## config.mk

```make
export PLATFORM = sky130hd
export DESIGN_NAME = calc_exec_sequencer
export DESIGN_NICKNAME = d
export VERILOG_FILES = /design/src/rtl/calc_pkg.sv /design/src/rtl/calc_iter_muldiv.sv /design/src/rtl/calc_exec_sequencer.sv
export SDC_FILE = /design/constraint.sdc
export NUM_CORES = 1
export LEC_CHECK = 0
export CAP_MARGIN = 10
export CORE_MARGIN = 5
export CORE_UTILIZATION = 30
export CTS_BUF_LIST = sky130_fd_sc_hd__clkbuf_8
export DETAILED_ROUTE_END_ITERATION = 8
export PLACE_DENSITY = 0.55
export SLEW_MARGIN = 30
export SYNTH_ARGS = -nofsm -noshare
export SYNTH_HDL_FRONTEND = slang
export SYNTH_SLANG_ARGS = --single-unit
```

## constraint.sdc

```tcl
create_clock -name clock -period 3.9 [get_ports clock]
set_input_delay 0.39 -clock clock [delete_from_list [all_inputs] [get_ports clock]]
set_output_delay 0.39 -clock clock [all_outputs]
set_load 0.03 [all_outputs]
```

## src/rtl/calc_pkg.sv

```systemverilog
// -----------------------------------------------------------------------------
// calc_pkg
// Shared definitions for the calculator execution sequencer:
//   - operator codes carried on op_code / op_held
//   - FSM state encoding used by calc_exec_sequencer
//   - small helper to classify operators that need the iterative unit
// -----------------------------------------------------------------------------
package calc_pkg;

  localparam logic [1:0] OP_ADD = 2'd0;
  localparam logic [1:0] OP_SUB = 2'd1;
  localparam logic [1:0] OP_MUL = 2'd2;
  localparam logic [1:0] OP_DIV = 2'd3;

  typedef enum logic [2:0] {
    ST_IDLE    = 3'd0,
    ST_OP_HELD = 3'd1,
    ST_EXEC    = 3'd2,
    ST_DONE    = 3'd3,
    ST_ERROR   = 3'd4
  } state_e;

  // MUL and DIV share the multi-cycle shift unit; ADD and SUB do not.
  function automatic logic is_iter_op(input logic [1:0] op);
    return op[1];
  endfunction

endpackage

```

## src/rtl/calc_iter_muldiv.sv

```systemverilog
// -----------------------------------------------------------------------------
// calc_iter_muldiv
// WIDTH-cycle iterative unit: shift-add multiply or restoring divide.
// Ports:
//   clock, reset_n  clock / asynchronous active-low reset
//   start           1-cycle strobe: load a, b and begin iterating
//   abort           drop any operation in flight (takes priority over start)
//   is_div          with start: 1 = divide a/b, 0 = multiply a*b
//   a, b            operands, sampled with start
//   done            high during the final iteration cycle
//   value           with done: product low half, or quotient
//   ovf             with done (multiply only): product high half is nonzero
// The outputs present the value the final iteration is about to register, so
// the consumer can capture the result on the same edge that completes it.
// -----------------------------------------------------------------------------
module calc_iter_muldiv #(
  parameter int WIDTH = 16
) (
  input  logic             clock,
  input  logic             reset_n,
  input  logic             start,
  input  logic             abort,
  input  logic             is_div,
  input  logic [WIDTH-1:0] a,
  input  logic [WIDTH-1:0] b,
  output logic             done,
  output logic [WIDTH-1:0] value,
  output logic             ovf
);

  localparam int CNT_W = $clog2(WIDTH) + 1;

  logic             busy_q,  busy_d;
  logic [CNT_W-1:0] cnt_q,   cnt_d;
  logic [WIDTH-1:0] hi_q,    hi_d;   // product high half / partial remainder
  logic [WIDTH-1:0] lo_q,    lo_d;   // multiplier -> product low half / dividend -> quotient
  logic [WIDTH-1:0] opd_q,   opd_d;  // multiplicand / divisor
  logic             div_q,   div_d;

  logic [WIDTH:0]   mul_sum;
  logic [WIDTH+1:0] div_trial;
  logic [WIDTH-1:0] step_hi, step_lo;
  logic             last;

  assign last = (cnt_q == CNT_W'(WIDTH - 1));

  // NOTE: every variable gets a default at the top of always_comb so no path
  // leaves one unassigned, which would infer a latch.
  always_comb begin
    busy_d = busy_q;
    cnt_d  = cnt_q;
    hi_d   = hi_q;
    lo_d   = lo_q;
    opd_d  = opd_q;
    div_d  = div_q;

    // Multiply step: conditionally add the multiplicand into the high half,
    // then shift the whole {carry, hi, lo} right by one.
    mul_sum = {1'b0, hi_q} + (lo_q[0] ? {1'b0, opd_q} : '0);

    // Divide step: shift the next dividend bit into the remainder and try to
    // subtract. Two guard bits make the sign of the trial unambiguous.
    div_trial = {1'b0, hi_q, lo_q[WIDTH-1]} - {2'b00, opd_q};

    if (div_q) begin
      if (div_trial[WIDTH+1]) begin
        step_hi = {hi_q[WIDTH-2:0], lo_q[WIDTH-1]};
        step_lo = {lo_q[WIDTH-2:0], 1'b0};
      end else begin
        step_hi = div_trial[WIDTH-1:0];
        step_lo = {lo_q[WIDTH-2:0], 1'b1};
      end
    end else begin
      step_hi = mul_sum[WIDTH:1];
      step_lo = {mul_sum[0], lo_q[WIDTH-1:1]};
    end

    if (abort) begin
      busy_d = 1'b0;
      cnt_d  = '0;
    end else if (start) begin
      busy_d = 1'b1;
      cnt_d  = '0;
      hi_d   = '0;
      lo_d   = a;
      opd_d  = b;
      div_d  = is_div;
    end else if (busy_q) begin
      hi_d = step_hi;
      lo_d = step_lo;
      if (last) begin
        busy_d = 1'b0;
        cnt_d  = '0;
      end else begin
        cnt_d = cnt_q + CNT_W'(1);
      end
    end
  end

  // NOTE: sequential state uses non-blocking assignments so every flop samples
  // its pre-edge value, independent of statement order.
  always_ff @(posedge clock or negedge reset_n) begin
    if (!reset_n) begin
      busy_q <= 1'b0;
      cnt_q  <= '0;
      hi_q   <= '0;
      lo_q   <= '0;
      opd_q  <= '0;
      div_q  <= 1'b0;
    end else begin
      busy_q <= busy_d;
      cnt_q  <= cnt_d;
      hi_q   <= hi_d;
      lo_q   <= lo_d;
      opd_q  <= opd_d;
      div_q  <= div_d;
    end
  end

  assign done  = busy_q && last;
  assign value = step_lo;
  assign ovf   = !div_q && (step_hi != '0);

endmodule

```

## src/rtl/calc_exec_sequencer.sv

```systemverilog
// -----------------------------------------------------------------------------
// calc_exec_sequencer
// Holds the selected operator and, on '=', executes A op B and hands the result
// back to the A register via a one-cycle load strobe.
// Ports:
//   clock, reset_n   clock / asynchronous active-low reset
//   op_valid/op_code operator key strobe and code (ADD, SUB, MUL, DIV)
//   eq_in            '=' key strobe
//   clear_in         clear/abort strobe, highest priority in every state
//   a_in, b_in       operand register values, sampled on accepted '='
//   busy             high while executing (keypad input blocked)
//   op_pending       high while an operator is held awaiting '='
//   op_held          currently held operator code
//   result           last result, qualified by load_result
//   load_result      1-cycle strobe: write result into A
//   err_overflow     sticky overflow flag (until clear_in)
//   err_div0         sticky divide-by-zero flag (until clear_in)
// Timing: ADD/SUB spend one cycle in EXEC, MUL/DIV spend WIDTH cycles. The
// result is registered on leaving EXEC, and load_result is registered out of
// DONE, so it appears two cycles (ADD/SUB) or WIDTH+1 cycles (MUL/DIV) after
// the edge that accepts '='.
// -----------------------------------------------------------------------------
module calc_exec_sequencer
  import calc_pkg::*;
#(
  parameter int WIDTH = 16
) (
  input  logic             clock,
  input  logic             reset_n,
  input  logic             op_valid,
  input  logic [1:0]       op_code,
  input  logic             eq_in,
  input  logic             clear_in,
  input  logic [WIDTH-1:0] a_in,
  input  logic [WIDTH-1:0] b_in,
  output logic             busy,
  output logic             op_pending,
  output logic [1:0]       op_held,
  output logic [WIDTH-1:0] result,
  output logic             load_result,
  output logic             err_overflow,
  output logic             err_div0
);

  state_e           state_q,   state_d;
  logic [1:0]       op_held_q, op_held_d;
  logic [WIDTH-1:0] a_q,       a_d;
  logic [WIDTH-1:0] b_q,       b_d;
  logic [WIDTH-1:0] result_q,  result_d;
  logic             load_q,    load_d;
  logic             ovf_q,     ovf_d;
  logic             div0_q,    div0_d;

  logic             iter_start;
  logic             iter_abort;
  logic             iter_done;
  logic [WIDTH-1:0] iter_value;
  logic             iter_ovf;

  logic [WIDTH:0]   add_sum;
  logic [WIDTH-1:0] sub_diff;

  // The iterative unit samples a_in/b_in directly on the accepting edge so its
  // first iteration lines up with the first EXEC cycle.
  calc_iter_muldiv #(
    .WIDTH (WIDTH)
  ) u_iter (
    .clock   (clock),
    .reset_n (reset_n),
    .start   (iter_start),
    .abort   (iter_abort),
    .is_div  (op_held_q == OP_DIV),
    .a       (a_in),
    .b       (b_in),
    .done    (iter_done),
    .value   (iter_value),
    .ovf     (iter_ovf)
  );

  always_comb begin
    state_d    = state_q;
    op_held_d  = op_held_q;
    a_d        = a_q;
    b_d        = b_q;
    result_d   = result_q;
    load_d     = 1'b0;
    ovf_d      = ovf_q;
    div0_d     = div0_q;
    iter_start = 1'b0;
    iter_abort = 1'b0;

    add_sum  = {1'b0, a_q} + {1'b0, b_q};
    sub_diff = a_q - b_q;

    if (clear_in) begin
      state_d    = ST_IDLE;
      op_held_d  = OP_ADD;
      result_d   = '0;
      ovf_d      = 1'b0;
      div0_d     = 1'b0;
      iter_abort = 1'b1;
    end else begin
      unique case (state_q)
        ST_IDLE: begin
          if (op_valid) begin
            state_d   = ST_OP_HELD;
            op_held_d = op_code;
          end
        end

        ST_OP_HELD: begin
          // '=' wins over a coincident operator key; that key is dropped.
          if (eq_in) begin
            state_d    = ST_EXEC;
            a_d        = a_in;
            b_d        = b_in;
            iter_start = is_iter_op(op_held_q);
          end else if (op_valid) begin
            op_held_d = op_code;
          end
        end

        ST_EXEC: begin
          unique case (op_held_q)
            OP_ADD: begin
              if (add_sum[WIDTH]) begin
                state_d  = ST_ERROR;
                ovf_d    = 1'b1;
                result_d = '0;
              end else begin
                state_d  = ST_DONE;
                result_d = add_sum[WIDTH-1:0];
              end
            end
            OP_SUB: begin
              if (a_q < b_q) begin
                state_d  = ST_ERROR;
                ovf_d    = 1'b1;
                result_d = '0;
              end else begin
                state_d  = ST_DONE;
                result_d = sub_diff;
              end
            end
            OP_MUL: begin
              if (iter_done) begin
                if (iter_ovf) begin
                  state_d  = ST_ERROR;
                  ovf_d    = 1'b1;
                  result_d = '0;
                end else begin
                  state_d  = ST_DONE;
                  result_d = iter_value;
                end
              end
            end
            default: begin  // OP_DIV
              // A zero divisor is caught in the first EXEC cycle and the
              // iterative unit is stopped before it does any useful work.
              if (b_q == '0) begin
                state_d    = ST_ERROR;
                div0_d     = 1'b1;
                result_d   = '0;
                iter_abort = 1'b1;
              end else if (iter_done) begin
                state_d  = ST_DONE;
                result_d = iter_value;
              end
            end
          endcase
        end

        ST_DONE: begin
          load_d  = 1'b1;
          state_d = ST_IDLE;
        end

        ST_ERROR: begin
          result_d = '0;
        end

        default: begin
          state_d = ST_IDLE;
        end
      endcase
    end
  end

  always_ff @(posedge clock or negedge reset_n) begin
    if (!reset_n) begin
      state_q   <= ST_IDLE;
      op_held_q <= OP_ADD;
      a_q       <= '0;
      b_q       <= '0;
      result_q  <= '0;
      load_q    <= 1'b0;
      ovf_q     <= 1'b0;
      div0_q    <= 1'b0;
    end else begin
      state_q   <= state_d;
      op_held_q <= op_held_d;
      a_q       <= a_d;
      b_q       <= b_d;
      result_q  <= result_d;
      load_q    <= load_d;
      ovf_q     <= ovf_d;
      div0_q    <= div0_d;
    end
  end

  assign busy         = (state_q == ST_EXEC);
  assign op_pending   = (state_q == ST_OP_HELD);
  assign op_held      = op_held_q;
  assign result       = result_q;
  assign load_result  = load_q;
  assign err_overflow = ovf_q;
  assign err_div0     = div0_q;

endmodule
```

# Word level (Yosys, flattened, before mapping)

Index checks and enable logic that the tools add are counted.

Logic and storage cells: 125
Bits of input ports: 39
Output and inout port bits: 23
Flip-flop bits (word level): 111

Multiplexer cells: 61
Magnitude comparators: 1
Eq/ne operators: 19
Reduce and logical (&&, ||, !) cells: 23
$add $sub $neg: 5
Bitwise logic cells: 2

Operators by type and width:

| kind                                                  | count |
|---|---|
| 2-to-1 mux 16 bit                                     | 15 |
| case mux 16 bit (3 select lines)                      | 1 |
| case mux 16 bit (2 select lines)                      | 1 |
| 2-to-1 mux 3 bit                                      | 9 |
| 2-to-1 mux 1 bit                                      | 24 |
| inequality test 3 bit, second input constant          | 7 |
| 2-to-1 mux 5 bit                                      | 4 |
| subtractor 17 x 16 -> 18 bit                          | 1 |
| adder 16 x 16 -> 17 bit                               | 1 |
| adder 16 x 17 -> 17 bit                               | 1 |
| zero test 16 bit                                      | 1 |
| < comparator 16 bit                                   | 1 |
| nonzero test 16 bit                                   | 1 |
| subtractor 16 bit                                     | 1 |
| case mux 3 bit (4 select lines)                       | 1 |
| case mux 3 bit (3 select lines)                       | 1 |
| AND reduction 3 bit                                   | 3 |
| nonzero test 3 bit                                    | 3 |
| equality test 3 x 2 -> 1 bit, second input constant   | 2 |
| 2-to-1 mux 2 bit                                      | 3 |
| inequality test 6 x 2 -> 1 bit, second input constant | 1 |
| AND reduction 2 bit                                   | 3 |
| AND reduction 6 bit                                   | 1 |
| nonzero test 2 bit                                    | 3 |
| 19 further kinds                                      | 22 |

# Depth between registers and ports, before layout

Gate-level depths: netlist of run 1.

Word-level depth: 10
Depth in mapped cells: 16
Depth with buffers taken out: 14

# Cells and area by module

A second synthesis of run 1 with hierarchy kept.

Cell total of the unflattened synthesis: 1040
Area total of the unflattened synthesis: 8664.6 µm²

Modules (own cells, without submodules):

| module              | cells an instance | area an instance (µm²) | seq. area each (µm²) | instances |
|---|---|---|---|---|
| calc_iter_muldiv    | 553               | 4559.4                 | 1376.3               | 1 |
| calc_exec_sequencer | 487               | 4105.2                 | 1401.3               | 1 |

# Worst setup path before layout of run 1

OpenSTA, ideal clock, no wires.

Path kind: register to register
Start point: register u_iter.lo_q[0]
End point: register result_q[4] (netlist: result[4])
Setup time: 0.067 ns
Path buffers: 2
Path slack: 0.327 ns
Required time: 3.833 ns
Period minus slack after synthesis: 3.573 ns
Stages on the path, launching flop included: 16
Arrival: 3.506 ns
Cells stage by stage: dfrtp_1 > clkbuf_1 > nand2_1 > inv_1 > ha_1 > a211oi_1 > o21ai_0 > a221oi_1 > o21ai_0 > xor2_1 > a2bb2oi_2 > o2111ai_1 > or4_4 > a21oi_4 > buf_6 > a221o_1

Cells in the longest elaborated chain, start to end: 10

Ends and longest elaborated chain:

| element                          | line                       | RTL |
|---|---|---|
| from (decl)                      | calc_iter_muldiv.sv:36     | `logic [WIDTH-1:0] lo_q, lo_d;` |
| from (signal assigned)           | calc_iter_muldiv.sv:114    | `lo_q <= lo_d;` |
| 2-to-1 mux 16 bit                | calc_iter_muldiv.sv:59     | `mul_sum = {1'b0, hi_q} + (lo_q[0] ? {1'b0, opd_q} : '0);` |
| adder 16 x 17 -> 17 bit          | calc_iter_muldiv.sv:59     |  |
| 2-to-1 mux 16 bit                | calc_iter_muldiv.sv:65     | `if (div_q) begin` |
| nonzero test 16 bit              | calc_iter_muldiv.sv:122    | `assign ovf = !div_q && (step_hi != '0);` |
| logical AND 1 bit                | calc_iter_muldiv.sv:122    |  |
| 2-to-1 mux 16 bit                | calc_exec_sequencer.sv:147 | `if (iter_ovf) begin` |
| 2-to-1 mux 16 bit                | calc_exec_sequencer.sv:146 | `if (iter_done) begin` |
| case mux 16 bit (3 select lines) | calc_exec_sequencer.sv:124 | `unique case (op_held_q)` |
| case mux 16 bit (2 select lines) | calc_exec_sequencer.sv:103 | `unique case (state_q)` |
| 2-to-1 mux 16 bit                | calc_exec_sequencer.sv:95  | `if (clear_in) begin` |
| to (signal assigned)             | calc_exec_sequencer.sv:204 | `result_q <= result_d;` |
| to (decl)                        | calc_exec_sequencer.sv:49  | `logic [WIDTH-1:0] result_q, result_d;` |

No other way between the ends. The select of a mux whose other input is x is not followed.
A chain may end at the register's enable or synchronous reset.

# Worst setup path in the final report of run 1

Start point: register u_iter.opd_q[11]
End point: register result_q[3] (netlist: result[3])

Cells in the longest elaborated chain, start to end: 10
Elaborated cells on any way between the ends: 12
Those cells by class: 2 x add/sub; 8 x mux; 2 x reduce/logical

Ends and longest elaborated chain:

| element                                                           | line                                           | RTL |
|---|---|---|
| from (decl)                                                       | calc_iter_muldiv.sv:37                         | `logic [WIDTH-1:0] opd_q, opd_d;` |
| from (signal assigned)                                            | calc_iter_muldiv.sv:115                        | `opd_q <= opd_d;` |
| subtractor 17 x 16 -> 18 bit or 2-to-1 mux 16 bit (tied branches) | calc_iter_muldiv.sv:63, calc_iter_muldiv.sv:59 |  |
| 2-to-1 mux 16 bit or adder 16 x 17 -> 17 bit (tied branches)      | calc_iter_muldiv.sv:66, calc_iter_muldiv.sv:59 |  |
| 2-to-1 mux 16 bit (*)                                             | calc_iter_muldiv.sv:65                         |  |
| nonzero test 16 bit (*)                                           | calc_iter_muldiv.sv:122                        |  |
| logical AND 1 bit (*)                                             | calc_iter_muldiv.sv:122                        |  |
| 2-to-1 mux 16 bit (*)                                             | calc_exec_sequencer.sv:147                     |  |
| 2-to-1 mux 16 bit (*)                                             | calc_exec_sequencer.sv:146                     |  |
| case mux 16 bit (3 select lines) (*)                              | calc_exec_sequencer.sv:124                     |  |
| case mux 16 bit (2 select lines) (*)                              | calc_exec_sequencer.sv:103                     |  |
| 2-to-1 mux 16 bit (*)                                             | calc_exec_sequencer.sv:95                      |  |

Every way passes the cells marked *; elsewhere a longest branch is shown, timed or not. The select of a mux whose other input is x is not followed.

==> results.yml, run 1 <==
status:
  status: "finished with violations"
  violations: "hold timing"
routing:
  wl_um: 29000
  viasPerCell: 5.45
  vias: 8142
  first_pass_iters: 5
  drc: 0
  ant_nets: 0
  wl_per_cell_um: 19.4
  drtIter0Drc: 625
critical_path:
  reg2reg_depth: 12
  crit_family: "simple AND/OR/NAND/NOR gates"
  r2r_start: "u_iter.opd_q[11]$_DFFE_PN0P_"
  ff2ff_setup_slack_ps: 160
  crit_type: "flop to flop"
  crit_arrival_ps: 4090
  cp.buffers_inverters: 2
  crit_path_start_kind: "flop"
  required_ps: 4250
  critical_path.max_fanout: 12
  crit_path_max_incr_delay_ps: 550
  crit_chain: "inv_1, ha_1, nand4_2, or4b_4, o211a_2, or4_1, nand3_1, nand3b_1, or4_4, a21oi_4, buf_12, a221o_1"
  endpoint_kind: "flop"
  worstReg2RegEnd: "result[3]$_DFFE_PN0P_"
  crit_slowest_cell: "or4_4"
layout:
  syn_to_final_growth_pct: 20.6
  register_area_sq_mm: 0.00278
  nets: 1221
  fillerInstances: 2929
  drive_above_1_share_pct: 12.9
  n_antenna_cell: 0
  multi_input_area_sq_mm: 0.00552
logic_synthesis:
  synth_seq_cells: 111
  synth_area_sq_mm: 0.00856
  synth_cells: 1024
  ys_async_sr_fraction_pct: 100
  synth_flop_cell: "dfrtp_1"
  yosysUniqueCellTypes: 81
  yosysTopAreaCell: "dfrtp_1"
  synth-edff-count: 0
  synth_seq_area_share_pct: 32.4
  synth_top_cells_by_area: "dfrtp_1 (32%), ha_1 (9.5%), nand2_1 (6.8%)"
  synth_top_cell_area_share_pct: 32.4
  synth_nets: 1132
  yosys_warnings: 0
  postSynthAreaPerCell_sq_um: 8.36
power:
  switching_share_pct: 49.0
  vdd_drop_max_v: 0.000290
  powerDensity_mw_per_mm2: 731
  p_leak_uw: 0.00469
  p_int_uw: 3850
  seqPwrFrac_pct: 23.7
  clkPwrFrac_pct: 9.5
  power.switching_uw: 3700
  comb_power_share_pct: 66.8
timing:
  min_period_over_period_pct: 95.8
  setup_violations: 0
  slew_viol_final: 0
  skew_ps: 20.9
  hold_viol: 34
  tightest_slew_ps: 657
  relSlewSlack_pct: 56.2
  tns_ps: 0
  timing.hold.ws_ps: -23.8
  max_clock_freq_mhz: 268
  fin_crit_ps: 3740
place:
  gp_congestion: 0.914
  io_buffers: 61
  hpwl_um: 22000
global_route:
  grt_pass1_wl_um: 46000
  grt_pass1_vias: 8268
  gr-total-overflow: 0
  grt.total_usage_pct: 18.3
  grt_antenna_before_repair: 0
  grt_start_max_net_pins: 69
cts:
  holdBufCountCts: 0
  clkSinkCount: 111
  cts_buffers: 9
  cts_max_level: 3
  clock_latency_ps: 410
  cts_tree: "built"
  cts.clk_slew.worst_paths_ps: 120
  root_buffer: "clkbuf_8"
  clock_path_buffers: 2
run:
  drv_cap: 0
die:
  core_area_sq_mm: 0.0280
  dieArea_sq_mm: 0.0320
  fp-row-count: 61
  die_w_um: 179
  start_util_pct: 30.6
  fp.dieH_um: 179
  pin_count: 62
min_path:
  worst_hold_path_type: "input pin to asynchronous set/reset pin"
## routing by layer
metal  part of all wire [%]  GRT usage [%]  vias to the layer above
li1                       -              -                     3909
met1                     44           23.7                     3956
met2                     49           31.6                      221
met3                    4.0           2.38                       56
met4                    3.1           6.27                        0
met5                      0              0                        -
## how the worst max path moves through the flow
| stage | startpoint | to | cells past startpoint |
|---|---|---|---|
| 4_1_cts | u_iter.opd_q[12]$_DFFE_PN0P_ | result[3]$_DFFE_PN0P_ | 14 |
| 5_1_grt | u_iter.opd_q[10]$_DFFE_PN0P_ | state_q[1]$_DFFE_PN0P_ | 15 |
| 3_3_place_gp | u_iter.lo_q[0]$_DFFE_PN0P_ | result[14]$_DFFE_PN0P_ | 15 |
| 3_5_place_dp | u_iter.opd_q[14]$_DFFE_PN0P_ | result[3]$_DFFE_PN0P_ | 14 |
| 2_1_floorplan | u_iter.lo_q[0]$_DFFE_PN0P_ | result[4]$_DFFE_PN0P_ | 15 |
| 6_report | u_iter.opd_q[11]$_DFFE_PN0P_ | result[3]$_DFFE_PN0P_ | 12 |
## registers in the layout, indices dropped and copies added (netlist names), 2 cells and up
register,cells
u_iter.opd_q,16
result,16
u_iter.hi_q,16
b_q,16
op_held,2
state_q,3
u_iter.lo_q,16
a_q,16
u_iter.cnt_q,5
## power by group through the flow
| stage | Clock [uW] | Sequential [uW] | Combinational (uW) |
|---|---|---|---|
| detailed placement | 0 | 1800 | 4830 |
| global placement | 0 | 1800 | 4830 |
| floorplan | 0 | 1740 | 3330 |
| global route | 777 | 1830 | 5550 |
| CTS | 737 | 1790 | 4870 |
| finish | 715 | 1790 | 5050 |
## through the flow
stage / std cells / total power [uW] / util, % / cell area [sq um] / setup WS (ps)
2_1_floorplan: 1024 / 5070 / - / 8560 / 327
3_3_place_gp: 1475 / 6630 / 35.7 / 9990 / 79.4
3_5_place_dp: 1475 / 6630 / 35.7 / 9990 / -6.17
4_1_cts: 1491 / 7390 / 36.3 / 10200 / 25.5
5_1_grt: 1495 / 8160 / 36.9 / 10300 / -8.55
6_report: 1495 / 7550 / 36.9 / 10300 / 162
## layout make-up
type                       instances  share of cell area, %
multi-input combinational        805                   53.4
sequential                       111                   26.9
timing repair buffer             128                   11.3
tap                              378                   4.58
inverter                          58                   2.11
clock buffer                      10                   1.33
clock inverter                     5                  0.388
## cell usage after synthesis, drive strengths merged, types with 5 or more instances
master	count
o21a	13
a221o	13
ha	65
nor2	64
nor3	26
and2	19
a22oi	8
o211ai	11
a221oi	12
nor4	10
a211oi	14
a31oi	7
a21o	19
or4	6
inv	58
xor2	9
o31ai	5
mux2	11
nor2b	5
buf	8
mux2i	21
dfrtp	111
nand3	18
a21oi	60
o21ai	94
xnor2	14
o311ai	5
o22ai	7
o21bai	10
o31a	6
nand2b	14
o221a	5
clkbuf	42
nand2	156
## kinds of logic (layout without fill, tap and decap cells)
kind of cell	after synthesis	after routing	synth area share, %
buffers and inverters	108	201	4.98
flip-flops	111	111	32.4
AND/OR/NAND/NOR	348	348	19.3
XOR/XNOR	23	23	2.35
adder cells (fa/ha/maj)	69	69	10.4
multiplexers	32	32	3.90
AO/OA/AOI/OAI	333	333	26.6
## placed cells by master, fill, tap and decap left out, types with 12 or more instances in the layout
| master | netlist | layout |
|---|---|---|
| inv_1 | 58 | 58 |
| mux2i_1 | 21 | 21 |
| a221o_1 | 13 | 13 |
| clkdlybuf4s50_1 | 0 | 60 |
| nand2_1 | 156 | 156 |
| nor2_1 | 64 | 63 |
| buf_4 | 1 | 63 |
| nand2b_1 | 13 | 13 |
| nor3_1 | 25 | 25 |
| ha_1 | 65 | 61 |
| o21ai_0 | 87 | 84 |
| dfrtp_1 | 111 | 109 |
| and2_1 | 19 | 18 |
| a211oi_1 | 14 | 12 |
| a21o_1 | 19 | 19 |
| xnor2_1 | 14 | 14 |
| o21a_1 | 13 | 13 |
| a21oi_1 | 58 | 53 |
| nand3_1 | 18 | 18 |
## what timing repair did
item,4_1_cts,5_1_grt
pin swaps,1,8
setup endpoints to repair,13,20
buffers inserted,1,4
gates resized for setup,1,28
No activity file was read; power rests on OpenSTA's default activity.
==> inputs of run 2 (changes only) <==
CORE_ASPECT_RATIO = 0.8   (was unset)
==> run 2 against run 1 <==
Net effect: the run ends with setup timing left; largest power group unchanged; clock-buffer cell count fell by 1; core utilization barely moved; worst hold slack improved by 430 ps; largest cell class unchanged; clock power fell by 7.6%; sequential power barely moved; global-route usage fell by 0.44 points; first-iteration DRC count rose by 28%; combinational power rose by 4%; critical endpoint is now result[10]$_DFFE_PN0P_; fmax fell by 4.4%; final area rose by 0.59%; total power rose by 1.7%; clock skew fell by 5.5 ps.
==> results.yml, run 2 (synthesis results as in run 1) <==
status:
  status: "finished with violations"
  violations: "setup timing"
routing:
  ant_nets: 0
  viasPerCell: 5.48
  vias: 8195
  first_pass_iters: 5
  drc: 0
  wl_per_cell_um: 19.4
  wl_um: 29100
  drtIter0Drc: 802
critical_path:
  crit_arrival_ps: 4240
  crit_path_max_incr_delay_ps: 620
  crit_chain: "inv_2, ha_4, inv_2, fa_2, a211oi_2, buf_4, o21a_1, o21bai_2, and4b_1, nor4_4, a2bb2oi_2, o2111ai_2, or4_4, a21oi_4, clkbuf_16, a221o_1"
  path_common_cell: "inv_2"
  crit_path_start_kind: "flop"
  critical_path.max_fanout: 6
  cp.buffers_inverters: 4
  required_ps: 4230
  crit_family: "compound AO/OA/AOI/OAI gates"
  endpoint_kind: "flop"
  crit_type: "flop to flop"
  crit_slowest_cell: "or4_4"
timing:
  fin_crit_ps: 3910
  tns_ps: -13.1
  min_period_over_period_pct: 100
  skew_ps: 15.4
  slew_viol_final: 0
  layout_setup_ws_ps: -10.8
  max_clock_freq_mhz: 256
  tightest_slew_ps: 816
  relSlewSlack_pct: 45.4
  setup_violations: 2
  rsz0062_at_grt: "true"
  hold_viol: 0
place:
  gp_congestion: 0.915
  hpwl_um: 22300
  dpl_cell_area_sq_mm: 0.00997
  post-place-cells: 1468
  io_buffers: 61
power:
  vdd_drop_max_v: 0.000291
  comb_power_share_pct: 68.0
  powerDensity_mw_per_mm2: 739
  seqPwrFrac_pct: 23.4
  switching_share_pct: 49.5
  p_leak_uw: 0.00473
  total_power_uw: 7680
  clkPwrFrac_pct: 8.6
  power.switching_uw: 3800
  p_int_uw: 3880
die:
  dieArea_sq_mm: 0.0320
  fp-row-count: 55
  die_w_um: 199
  core_area_sq_mm: 0.0282
  start_util_pct: 30.4
  pin_count: 62
  fp.dieH_um: 161
layout:
  drive_above_1_share_pct: 13.2
  stdcell_count: 1495
  fin_util_pct: 36.8
  layout_commonest_cell: "nand2_1"
  nets: 1229
  fillerInstances: 2919
  mostFrequentLayoutCells: "nand2_1 (155), dfrtp_1 (110), o21ai_0 (85)"
  n_antenna_cell: 0
  design_area_sq_mm: 0.0104
  syn_to_final_growth_pct: 21.3
global_route:
  grt_pass1_vias: 7766
  grt_pass1_wl_um: 45600
  grt.total_usage_pct: 17.9
  grt_antenna_before_repair: 0
  grt_start_max_net_pins: 60
  gr-total-overflow: 0
min_path:
  worst_hold_path_type: "input pin to asynchronous set/reset pin"
cts:
  clock_path_buffers: 2
  cts_max_level: 3
  root_buffer: "clkbuf_8"
  clkSinkCount: 111
  cts.clk_slew.worst_paths_ps: 120
  cts_tree: "built"
  cts_buffers: 9
  clock_latency_ps: 400
run:
  drv_cap: 0
==> run 2: changes by cell type in the layout (fill, tap and decap cells not counted), moves of 2 or more <==
| cell | change |
|---|---|
| buf_4 | +7 |
| a21oi_2 | -3 |
| a211oi_2 | +2 |
| inv_2 | +2 |
| a21oi_1 | +3 |
==> run 2: cell type report <==
type | count | area [sq um] | area share [%]
clock buffers | 9 | 124 | 1.19
clock inverters | 6 | 38.8 | 0.373
inverters | 58 | 218 | 2.10
multi-input cells | 805 | 5520 | 53.1
flip-flops and latches | 111 | 2780 | 26.7
well taps | 370 | 463 | 4.46
repair buffers | 136 | 1250 | 12.0
==> run 2: metrics by stage <==
step | hold slack [ps] | setup slack (ps)
6_report | 407 | -10.8
5_1_grt | 421 | -149
4_1_cts | 122 | 2.23
3_5_place_dp | 500 | -31.7
3_3_place_gp | 485 | -34.6
2_1_floorplan | 94.4 | 327
==> run 2: path summary, 6_finish.rpt <==
check / start / endpoint / slack (ps) / cells past startpoint
setup / recovery: u_iter.lo_q[15]$_DFFE_PN0P_ / result[10]$_DFFE_PN0P_ / -10 / 16
setup reg to reg: u_iter.lo_q[15]$_DFFE_PN0P_ / result[10]$_DFFE_PN0P_ / -10 / 16
min in group clock: u_iter.lo_q[10]$_DFFE_PN0P_ / u_iter.lo_q[10]$_DFFE_PN0P_ / 520 / 2
hold / removal: reset_n / result[7]$_DFFE_PN0P_ / 410 / 2
hold reg to reg: u_iter.lo_q[10]$_DFFE_PN0P_ / u_iter.lo_q[10]$_DFFE_PN0P_ / 520 / 2
max in group asynchronous: reset_n / u_iter.lo_q[5]$_DFFE_PN0P_ / 2630 / 4
==> run 2: layer usage <==
metal,up-vias,share of wire [%],global-route usage (%)
li1,3929,-,-
met1,3924,52,29.7
met2,316,38,23.4
met3,26,8.5,3.80
met4,0,1.2,3.11
met5,-,0,0
==> run 2: power groups by stage <==
stage	Clock (uW)	Sequential, uW	Combinational [uW]
floorplan	0	1740	3330
global placement	0	1810	4920
detailed placement	0	1810	4910
CTS	692	1790	4990
global route	727	1850	5720
finish	661	1790	5230
==> run 2: repair_timing <==
action                                  4_1_cts  5_1_grt
endpoints found under the hold margin         0       13
buffers inserted                              1        8
pin swaps                                     3       25
hold buffers                                  0        1
gates cloned                                  0        1
endpoints found under the setup margin       15       20
gates resized for setup                       7       24
